`src/rtl/data_command_decoder.sv`:
```
// data_command_decoder: receives 32-bit commands over valid/ready into a
// small FIFO, decodes them by opcode and holds game/spike/config/ball state.
//
// Ports:
//   clk, reset       clock, asynchronous active-high reset
//   cmd_in/valid     command word and its valid; cmd_ready = FIFO not full
//   decode_enable    pop one FIFO entry per cycle while high
//   game_*           result, silent flag, win/lose counts, update pulse
//   spike_*          spike value and update pulse
//   group_func       2-bit function per electrode group; config_group/update
//   ball_*           ball X/Y and update pulse
//   cmd_error        malformed-command pulse; error_count saturates at 255
//   fifo_level       FIFO occupancy
module data_command_decoder #(
    parameter int CMD_WIDTH  = 32,
    parameter int DATA_WIDTH = 16,
    parameter int GROUPS     = 10,
    parameter int FIFO_DEPTH = 4
) (
    input  logic                          clk,
    input  logic                          reset,
    input  logic [CMD_WIDTH-1:0]          cmd_in,
    input  logic                          cmd_valid,
    output logic                          cmd_ready,
    input  logic                          decode_enable,
    output logic                          game_result,
    output logic                          game_silent,
    output logic [7:0]                    win_count,
    output logic [7:0]                    lose_count,
    output logic                          game_update,
    output logic [DATA_WIDTH-1:0]         spike_value,
    output logic                          spike_update,
    output logic [2*GROUPS-1:0]           group_func,
    output logic [3:0]                    config_group,
    output logic                          config_update,
    output logic [7:0]                    ball_x,
    output logic [7:0]                    ball_y,
    output logic                          ball_update,
    output logic                          cmd_error,
    output logic [7:0]                    error_count,
    output logic [$clog2(FIFO_DEPTH):0]   fifo_level
);

    localparam int AW = $clog2(FIFO_DEPTH);
    localparam logic [AW:0] L_FULL = (AW+1)'(FIFO_DEPTH);

    localparam logic [3:0] OP_GAME  = 4'h1;
    localparam logic [3:0] OP_SPIKE = 4'h2;
    localparam logic [3:0] OP_CTRL  = 4'h3;
    localparam logic [3:0] OP_CFG   = 4'h4;

    logic [CMD_WIDTH-1:0] r_mem [FIFO_DEPTH];
    logic [AW-1:0]        r_wr_ptr;
    logic [AW-1:0]        r_rd_ptr;
    logic [AW:0]          r_count;

    logic                 r_dec_valid;
    logic [CMD_WIDTH-1:0] r_dec_word;

    logic                 w_push;
    logic                 w_pop;
    logic [3:0]           w_op;
    logic [3:0]           w_grp;
    logic                 w_cfg_ok;

    assign cmd_ready  = (r_count != L_FULL);
    assign fifo_level = r_count;
    assign w_push     = cmd_valid && cmd_ready;
    assign w_pop      = decode_enable && (r_count != '0);

    // FIFO storage needs no reset; occupancy gates every read.
    always_ff @(posedge clk) begin
        if (w_push) begin
            r_mem[r_wr_ptr] <= cmd_in;
        end
    end

    always_ff @(posedge clk or posedge reset) begin
        if (reset) begin
            r_wr_ptr <= '0;
            r_rd_ptr <= '0;
            r_count  <= '0;
        end else begin
            if (w_push) begin
                r_wr_ptr <= r_wr_ptr + AW'(1);
            end
            if (w_pop) begin
                r_rd_ptr <= r_rd_ptr + AW'(1);
            end
            case ({w_push, w_pop})
                2'b10:   r_count <= r_count + (AW+1)'(1);
                2'b01:   r_count <= r_count - (AW+1)'(1);
                default: r_count <= r_count;
            endcase
        end
    end

    // Popped word is staged one cycle, then decoded into the outputs.
    always_ff @(posedge clk or posedge reset) begin
        if (reset) begin
            r_dec_valid <= 1'b0;
            r_dec_word  <= '0;
        end else begin
            r_dec_valid <= w_pop;
            if (w_pop) begin
                r_dec_word <= r_mem[r_rd_ptr];
            end
        end
    end

    assign w_op     = r_dec_word[31:28];
    assign w_grp    = r_dec_word[21:18];
    assign w_cfg_ok = (r_dec_word[25:22] == 4'b0001) &&
                      (int'(w_grp) < GROUPS);

    always_ff @(posedge clk or posedge reset) begin
        if (reset) begin
            game_result   <= 1'b0;
            game_silent   <= 1'b0;
            win_count     <= '0;
            lose_count    <= '0;
            game_update   <= 1'b0;
            spike_value   <= '0;
            spike_update  <= 1'b0;
            group_func    <= '0;
            config_group  <= '0;
            config_update <= 1'b0;
            ball_x        <= '0;
            ball_y        <= '0;
            ball_update   <= 1'b0;
            cmd_error     <= 1'b0;
            error_count   <= '0;
        end else begin
            game_update   <= 1'b0;
            spike_update  <= 1'b0;
            config_update <= 1'b0;
            ball_update   <= 1'b0;
            cmd_error     <= 1'b0;
            if (r_dec_valid) begin
                if (w_op == OP_GAME) begin
                    game_result <= r_dec_word[23];
                    game_silent <= r_dec_word[22];
                    win_count   <= r_dec_word[15:8];
                    lose_count  <= r_dec_word[7:0];
                    game_update <= 1'b1;
                end else if (w_op == OP_SPIKE) begin
                    spike_value  <= r_dec_word[DATA_WIDTH-1:0];
                    spike_update <= 1'b1;
                end else if (w_op == OP_CTRL) begin
                    ball_x      <= r_dec_word[15:8];
                    ball_y      <= r_dec_word[7:0];
                    ball_update <= 1'b1;
                end else if ((w_op == OP_CFG) && w_cfg_ok) begin
                    for (int g = 0; g < GROUPS; g++) begin
                        if (w_grp == 4'(g)) begin
                            group_func[2*g +: 2] <= r_dec_word[17:16];
                        end
                    end
                    config_group  <= w_grp;
                    config_update <= 1'b1;
                end else begin
                    cmd_error <= 1'b1;
                    if (error_count != 8'hFF) begin
                        error_count <= error_count + 8'd1;
                    end
                end
            end
        end
    end

endmodule

```
`config.mk`:
```
export PLATFORM = sky130hd
export DESIGN_NAME = data_command_decoder
export DESIGN_NICKNAME = d
export VERILOG_FILES = /design/src/rtl/data_command_decoder.sv
export SDC_FILE = /design/constraint.sdc
export NUM_CORES = 1
export LEC_CHECK = 0
export ABC_CLOCK_PERIOD_IN_PS = 5400
export CORE_MARGIN = 8
export CORE_UTILIZATION = 54
export DETAILED_ROUTE_END_ITERATION = 16
export GPL_ROUTABILITY_DRIVEN = 0
export HOLD_SLACK_MARGIN = 0.12
export PLACE_DENSITY_LB_ADDON = 0.08
export SKIP_LAST_GASP = 1
export SLEW_MARGIN = 10
export SYNTH_ARGS = -nofsm -noshare
export SYNTH_HDL_FRONTEND = slang
export SYNTH_SLANG_ARGS = --single-unit
```
`constraint.sdc`:
```
create_clock -name clk -period 5.4 [get_ports clk]
set_clock_uncertainty 0.15 [all_clocks]
set_input_delay 0.81 -clock clk [delete_from_list [all_inputs] [get_ports clk]]
set_output_delay 0.81 -clock clk [all_outputs]
set_load 0.1 [all_outputs]
```
### After elaboration in Yosys (flattened, before gate mapping)

Memories as Yosys holds them, arrays and structs flattened. A register that Yosys moved wholly into a read port is not among the register bits.
Index checks and enable logic that the tools add are counted.

| word-level totals | value |
|---|---|
| bits in registers | 95 |
| bits in writable memories | 128 |
| bits of input ports | 36 |
| output and inout port bits | 91 |
| logic and storage cells | 101 |
| memories kept | 1 |

| cells by class | value |
|---|---|
| add/sub/neg operators | 5 |
| $lt $le $gt $ge | 1 |
| eq/ne operators | 18 |
| muxes and demuxes | 22 |
| bitwise logic cells | 4 |
| reduce and logical (&&, ||, !) cells | 22 |

Memories:

| name | depth | width | read ports | clocked after memory_dff | write ports | line | text |
|---|---|---|---|---|---|---|---|
| r_mem | 4 | 32 | 1 | 1 | 1 | 52 | `logic [CMD_WIDTH-1:0] r_mem [FIFO_DEPTH];` |

Operators by type and width:

| cell | count |
|---|---|
| AND reduction 6 bit | 11 |
| 2-to-1 mux 1 bit | 21 |
| == test 4 x 3 -> 1 bit (second input constant) | 5 |
| == test 4 x 2 -> 1 bit (second input constant) | 4 |
| == test 4 x 1 -> 1 bit (second input constant) | 3 |
| adder 8 x 1 -> 8 bit (second input constant) | 1 |
| == test 4 bit (second input constant) | 2 |
| != test 8 bit (second input constant) | 1 |
| case mux 3 bit (2 select lines) | 1 |
| AND reduction 5 bit | 1 |
| adder 2 x 1 -> 2 bit (second input constant) | 2 |
| logical AND 1 bit | 4 |
| logical NOT 4 bit | 1 |
| < comparator 4 bit (second input constant) | 1 |
| inverter 1 bit | 4 |
| AND reduction 4 bit | 1 |
| adder 3 x 1 -> 3 bit (second input constant) | 1 |
| != test 3 bit (second input constant) | 1 |
| AND reduction 3 bit | 1 |
| nonzero test 3 bit | 1 |
| subtractor 3 x 1 -> 3 bit (second input constant) | 1 |
| == test 2 x 1 -> 1 bit (second input constant) | 1 |
| == test 2 bit (second input constant) | 1 |
| AND reduction 2 bit | 1 |
| nonzero test 2 bit | 1 |

### Longest topological paths before layout

Gate-level depths: netlist (run 1).

| logic depth | value |
|---|---|
| word-level depth | 8 |
| gate-level depth with buffers | 9 |

### Worst setup path before layout (run 1)

No wires, ideal clock.

| timing path | value |
|---|---|
| kind | register -> register |
| start point | reg r_count[2], in the netlist fifo_level[2] |
| end point | reg r_count[2], in the netlist fifo_level[2] |
| arrival time | 3.422 ns |
| setup slack | 1.665 ns |
| cell stages (with the launch flop) | 9 |
| path buffers | 0 |
| clock period less this slack | 3.735 ns |
| cells stage by stage | dfrtp_1 -> nand3_1 -> nand2_1 -> ha_1 -> inv_1 -> fa_1 -> xor2_1 -> nor2_1 -> xor2_1 |

| between the ends | value |
|---|---|
| cells in the longest elaborated chain, start to end | 4 |
| elaborated cells between the ends (all ways) | 10 |

Ends and longest elaborated chain:

| element | line | text |
|---|---|---|
| start, declared | 55 | `logic [AW:0] r_count;` |
| start signal, assigned | 91 | `2'b10: r_count <= r_count + (AW+1)'(1);` |
| start signal, assigned | 92 | `2'b01: r_count <= r_count - (AW+1)'(1);` |
| start signal, assigned | 93 | `default: r_count <= r_count;` |
| != test 3 bit * | 66 | `assign cmd_ready = (r_count != L_FULL);` |
| net cmd_ready | 24 | `output logic cmd_ready,` |
| logical AND 1 bit * | 68 | `assign w_push = cmd_valid && cmd_ready;` |
| == test 2 x 1 -> 1 bit / == test 2 bit (equally long branches) | 90 | `case ({w_push, w_pop})` |
| case mux 3 bit (2 select lines) / nonzero test 2 bit (equally long branches) | - |  |

Mark *: on every way through the listed nets, which the timed path passes. The rest lies on a longest branch.
A chain may end at the register's enable or synchronous reset.

### Worst setup path after layout (run 1)

| timing path | value |
|---|---|
| start point | reg r_count[0], in the netlist fifo_level[0] |
| end point | out cmd_ready |

| between the ends | value |
|---|---|
| cells in the longest elaborated chain, start to end | 1 |

Ends and longest elaborated chain:

| element | line |
|---|---|
| != test 3 bit | 66 |
| end, declared | 24 |

No other way between the ends.

==> run metrics, run 1 <==
outcome completed; hold_ws 0.327 ns; Setup TNS Final 0 ns; post-CTS sizing 0; post-route setup slack 2.00 ns; Cell variety after synth 40; total grt overflow 0; GRT Util Overall 16.8%; clock-pin slew on the worst setup and hold paths 0.06 ns; worst skew pair latency 0.51 ns; # setup viols final 0; critical path fanouts, max 6; crit path capture type primary output; core area 0.0171 mm²; share of synthesized flip-flops with an asynchronous set or reset 51.0%; TritonCTS buffer count 24; Routed WL 18200 µm; register area 0.00673 mm²; synthesized cell area 0.00934 mm²; Top FF cell, synth dfrtp_1; Yosys top cell area share 38.6%; RSZ-0062 raised after global routing false; Worst Max-Slew Pin Slew 1.09 ns; drt wl/cell 19.6 µm; Hold Crit Depth 2; initial cell density of the core 54.6%; Die ar. 0.0218 mm²; Avg Inst Size Synth 16.9 µm²; yosys warns 0; Max H-tree Level 1; placed insts 888; number of fill cells in the layout 1195; min-delay worst type reg -> reg; R2R depth 3; leading area contributor after synthesis edfxtp_1; area of the multi-input gates 0.00249 mm²; Critical Path RT 4.44 ns; clock sinks 245; vias in the first global route 5390; maxcap violations 0; Seq/Total Area, Yosys 72.1%; Slew HR 27.2%; Ant. Diodes 0; part of the cycle the worst path needs 62.9%; Final Hold Vio Count 0; Final min period 3.40 ns; post-route ant nets 0; via/cell ratio 5.40; largest cells by area after synthesis edfxtp_1 (39%), dfrtp_1 (33%), mux2_2 (8.7%); via count 5030; share of post-route cells with drive strength above 1 22.8%; CP Class reg -> out; root buf cell clkbuf_16; dpl ws 2.32 ns; row count 48; CTS Hold Buffers Added 0; first-pass GRT wire length 29300 µm; fin cells 931; largest net degree at the start of global routing 59; Die H 148 µm; Setup Buffers After CTS 0; crit path DAT 2.44 ns; Residual DRC 0; FMAX 0.294 GHz; Clock Path Buffers 3; HPWL Detailed 12100 µm; Port Buf Inserts 124; Layout area overhead 24.6%; CTS tree yes; Ports 127; starting DRC count in detailed routing 252; initial antenna violation count 0; count of pins over their slew limit 0; critical path startpoint category flip-flop; Post-synth EDFFs 120; DR pass1 iterations 4; Net Count, Synth 596; die width 148 µm; FF+latch count, synth 245; Nets 732; Post-Synthesis Cells 553
[registers in the layout, summed over array words and instances, names as in the netlist, 2 cells and up]
| name | cells |
|---|---|
| r_mem | 120 |
| r_dec_word | 30 |
| group_func | 20 |
| spike_value | 16 |
| ball_x | 8 |
| ball_y | 8 |
| error_count | 8 |
| lose_count | 8 |
| win_count | 8 |
| config_group | 4 |
| fifo_level | 3 |
| r_rd_ptr | 2 |
| r_wr_ptr | 2 |
[area by class of cell]
cell class / instances / share of cell area (%)
clock inverters: 11 / 0.688
repair buffers: 133 / 11.2
clock buffers: 32 / 6.04
well taps: 225 / 2.42
inverters: 10 / 0.344
multi-input cells: 275 / 21.4
flip-flops and latches: 245 / 57.9
[placed cells by master, fill, tap and decap left out, drive strengths merged, types with 2 or more instances in the layout]
master / instances
and2: 2
and3: 6
and4: 2
buf: 9
clkbuf: 32
clkdlybuf4s50: 124
clkinv: 8
dfrtp: 125
edfxtp: 120
ha: 6
inv: 11
mux2: 75
mux4: 30
nand2: 96
nand3: 7
nand4: 6
nor2: 6
nor3: 4
nor3b: 2
nor4: 5
xnor2: 7
xor2: 6
[logic make-up (layout without fill, tap and decap cells)]
logic type                 count (synthesis)  in the layout  synth area share (%)
AOI/OAI and AO/OA                          6              6                 0.469
muxes                                    106            106                  16.5
buffers and inverters                     33            186                  1.42
DFF                                      245            245                  72.1
xor gates and xnor gates                  13             13                  1.22
and+or+nand+nor                          143            143                  7.28
adders and majority gates                  7              7                  1.02
[critical path: stages, from the launching register on]
cell and delay [ns]:
dfrtp_1 0.46, inv_1 0.11, nand3_1 0.19, clkdlybuf4s50_1 1.17
[worst paths after layout]
| check | start | to | slack, ns |
|---|---|---|---|
| max | fifo_level[0] | cmd_ready | 2.00 |
| min | r_dec_word[24] | r_dec_word[24] | 0.33 |
| max reg2reg | r_dec_word[31] | spike_value[2] | 2.80 |
| min reg2reg | r_dec_word[24] | r_dec_word[24] | 0.33 |
| max in group asynchronous | reset | config_group[0] | 3.43 |
| min in group asynchronous | reset | spike_value[11] | 0.62 |
[metrics by stage]
step | cell area, µm² | util [%]
2_1_floorplan | 9340 | -
3_3_place_gp | 10900 | 63.4
3_5_place_dp | 10900 | 63.4
4_1_cts | 11600 | 68.0
5_1_grt | 11600 | 68.0
6_report | 11600 | 68.0
[cell usage after synthesis, types with 2 or more instances]
library cell / count
nand4_1: 6
nor3b_1: 2
nor4_1: 4
dfrtp_1: 125
xnor2_1: 7
mux4_2: 30
inv_1: 10
and4_1: 2
and2_1: 2
ha_1: 6
buf_2: 5
nor3_1: 4
nand3_1: 7
mux2_4: 3
nor2_1: 5
clkbuf_2: 2
and3_1: 6
edfxtp_1: 120
buf_1: 3
mux2_2: 72
nand2_1: 96
xor2_1: 6
clkbuf_1: 13
[routing by layer]
layer	up-vias	track usage (%)	share of wire [%]
li1	2298	-	-
met1	2585	23.0	46
met2	120	27.1	47
met3	27	3.39	5.4
met4	0	4.49	1.7
met5	-	0	0
Power of run 1 is left out: the tool's default activity adds up to more than one toggle a clock period on the data nets, which glitch-free logic cannot reach.
==> inputs of run 2 (changes only) <==
--- a/config.mk
+++ b/config.mk
@@ -5,9 +5,9 @@
 export SDC_FILE = /design/constraint.sdc
 export NUM_CORES = 1
 export LEC_CHECK = 0
-export ABC_CLOCK_PERIOD_IN_PS = 5400
+export ABC_CLOCK_PERIOD_IN_PS = 3050
 export CORE_MARGIN = 8
-export CORE_UTILIZATION = 54
+export CORE_UTILIZATION = 49
 export DETAILED_ROUTE_END_ITERATION = 16
 export GPL_ROUTABILITY_DRIVEN = 0
 export HOLD_SLACK_MARGIN = 0.12
==> constraint.sdc (replaced) <==
create_clock -name clk -period 3.05 [get_ports clk]
set_clock_uncertainty 0.15 [all_clocks]
set_input_delay 0.4575 -clock clk [delete_from_list [all_inputs] [get_ports clk]]
set_output_delay 0.4575 -clock clk [all_outputs]
set_load 0.1 [all_outputs]
==> run 2 against run 1 <==
  * Die area rose by 9.1%
  * Cell count rose by 1.9%
  * Worst setup slack got worse by 1.4 ns
  * Register-to-register slack got worse by 2.2 ns
  * First-iteration DRC count rose by 10%
  * Via count rose by 0.20%
  * Critical path depth rose by 1
  * Count of clock-buffer cells in the layout rose by 13
  * Design area fell by 0.66%
  * Sequential share of layout area rose by 0.38 points
  * Global-route usage fell by 0.73 points
  * Critical path type is now reg -> reg
  * Critical endpoint is now config_group[2]
==> run metrics, run 2 (synthesized netlist as in run 1, its figures left out) <==
HPWL Detailed 12200 µm; largest net degree at the start of global routing 54; drt wl/cell 19.7 µm; Worst Max-Slew Pin Slew 0.774 ns; post-route ant nets 0; vias in the first global route 5539; post-route setup slack 0.646 ns; row count 50; Worst setup startpoint r_dec_word[28]; clock sinks 245; hold_ws 0.283 ns; post-CTS sizing 0; Nets 739; Ports 127; dpl ws 0.637 ns; count of pins over their slew limit 0; Largest Register r_mem; initial antenna violation count 0; first-pass GRT wire length 30500 µm; TritonCTS buffer count 26; max reg flops 120; starting DRC count in detailed routing 278; # setup viols final 0; Port Buf Inserts 124; CTS tree yes; number of fill cells in the layout 1386; Final Hold Vio Count 0; GRT Util Overall 16.1%; DR pass1 iterations 4; CTS Hold Buffers Added 0; die width 154 µm; crit path capture type flip-flop; CP Cell Sequence or4b_1 > or4_4 > nor2_8 > mux2_4; Crit path max-delay family simple AND/OR/NAND/NOR gates; critical path startpoint category flip-flop; maxcap violations 0; part of the cycle the worst path needs 78.8%; via count 5040; Residual DRC 0; RSZ-0062 raised after global routing false; most common cell after layout, fill and taps aside dfrtp_1; Slew HR 48.3%; CP Class reg -> reg; Die ar. 0.0237 mm²; biggest regs r_mem: 120 flops, r_dec_word: 30 flops, group_func: 20 flops; root buf cell clkbuf_16; Final min period 2.40 ns; most frequent cells in the layout dfrtp_1 (124), edfxtp_1 (120), buf_4 (102); area of the multi-input gates 0.00250 mm²; critical path fanouts, max 6; Routed WL 18700 µm; slowest CP cell or4b_1; clock-pin slew on the worst setup and hold paths 0.06 ns; register area 0.00673 mm²; core area 0.0187 mm²; via/cell ratio 5.31; worst skew pair latency 0.52 ns; Clock Path Buffers 3; outcome completed; crit path DAT 2.65 ns; Largest stage delay, worst path 0.67 ns; Layout area overhead 23.8%; initial cell density of the core 49.9%; Die H 154 µm; min-delay worst type in -> async; FMAX 0.416 GHz; Setup TNS Final 0 ns; share of post-route cells with drive strength above 1 35.9%; CP bufs+invs 0; Setup Buffers After CTS 0; total grt overflow 0; Ant. Diodes 0; Critical Path RT 3.29 ns; Max H-tree Level 1; start of the worst register-to-register path r_dec_word[28]
## run 2: cell count changes in the layout (fill, tap and decap cells not counted), sizes merged
cell,previous run,this run
buf,9,105
bufinv,1,0
clkbuf,32,45
clkdlybuf4s50,124,33
clkinv,8,2
inv,11,9
## run 2: worst reg2reg max path, delay by kind of cell (launching register included)
family        cells  cell delay, ns
simple gates      3            1.42
flops             1            0.42
mux               1            0.31
## run 2: area by class of cell
type	count	area share, %
repair buffers	138	10.0
clock inverters	2	0.0866
clock buffers	45	7.13
well taps	234	2.53
flip-flops and latches	245	58.2
inverters	10	0.357
multi-input cells	275	21.6
## run 2: metrics by stage
step	std cells	cell area (µm²)	utilization [%]
floorplan	553	9350	-
global route	949	11600	61.8
detailed placement	902	10700	57.3
global placement	902	10700	57.3
finish	949	11600	61.8
CTS	949	11600	61.8
## run 2: worst paths after layout
| check | endpoint | slack, ns | cells after the start |
|---|---|---|---|
| worst max-delay path | config_group[2] | 0.65 | 4 |
| worst min-delay path | spike_value[7] | 0.28 | 2 |
| worst max register to register | config_group[2] | 0.65 | 4 |
| worst min register to register | r_dec_word[24] | 0.32 | 2 |
| max in group asynchronous | win_count[0] | 1.75 | 3 |
| min in group clk | r_dec_word[24] | 0.32 | 2 |
## run 2: metal layers
layer	wire length [µm]	vias to the layer above	global-route usage, %
met3	1260	15	3.92
met1	8650	2575	22.1
met4	246	0	4.39
li1	-	2309	-
met5	0	-	0
met2	8580	141	25.1
Power of run 2 is left out for the same reason.
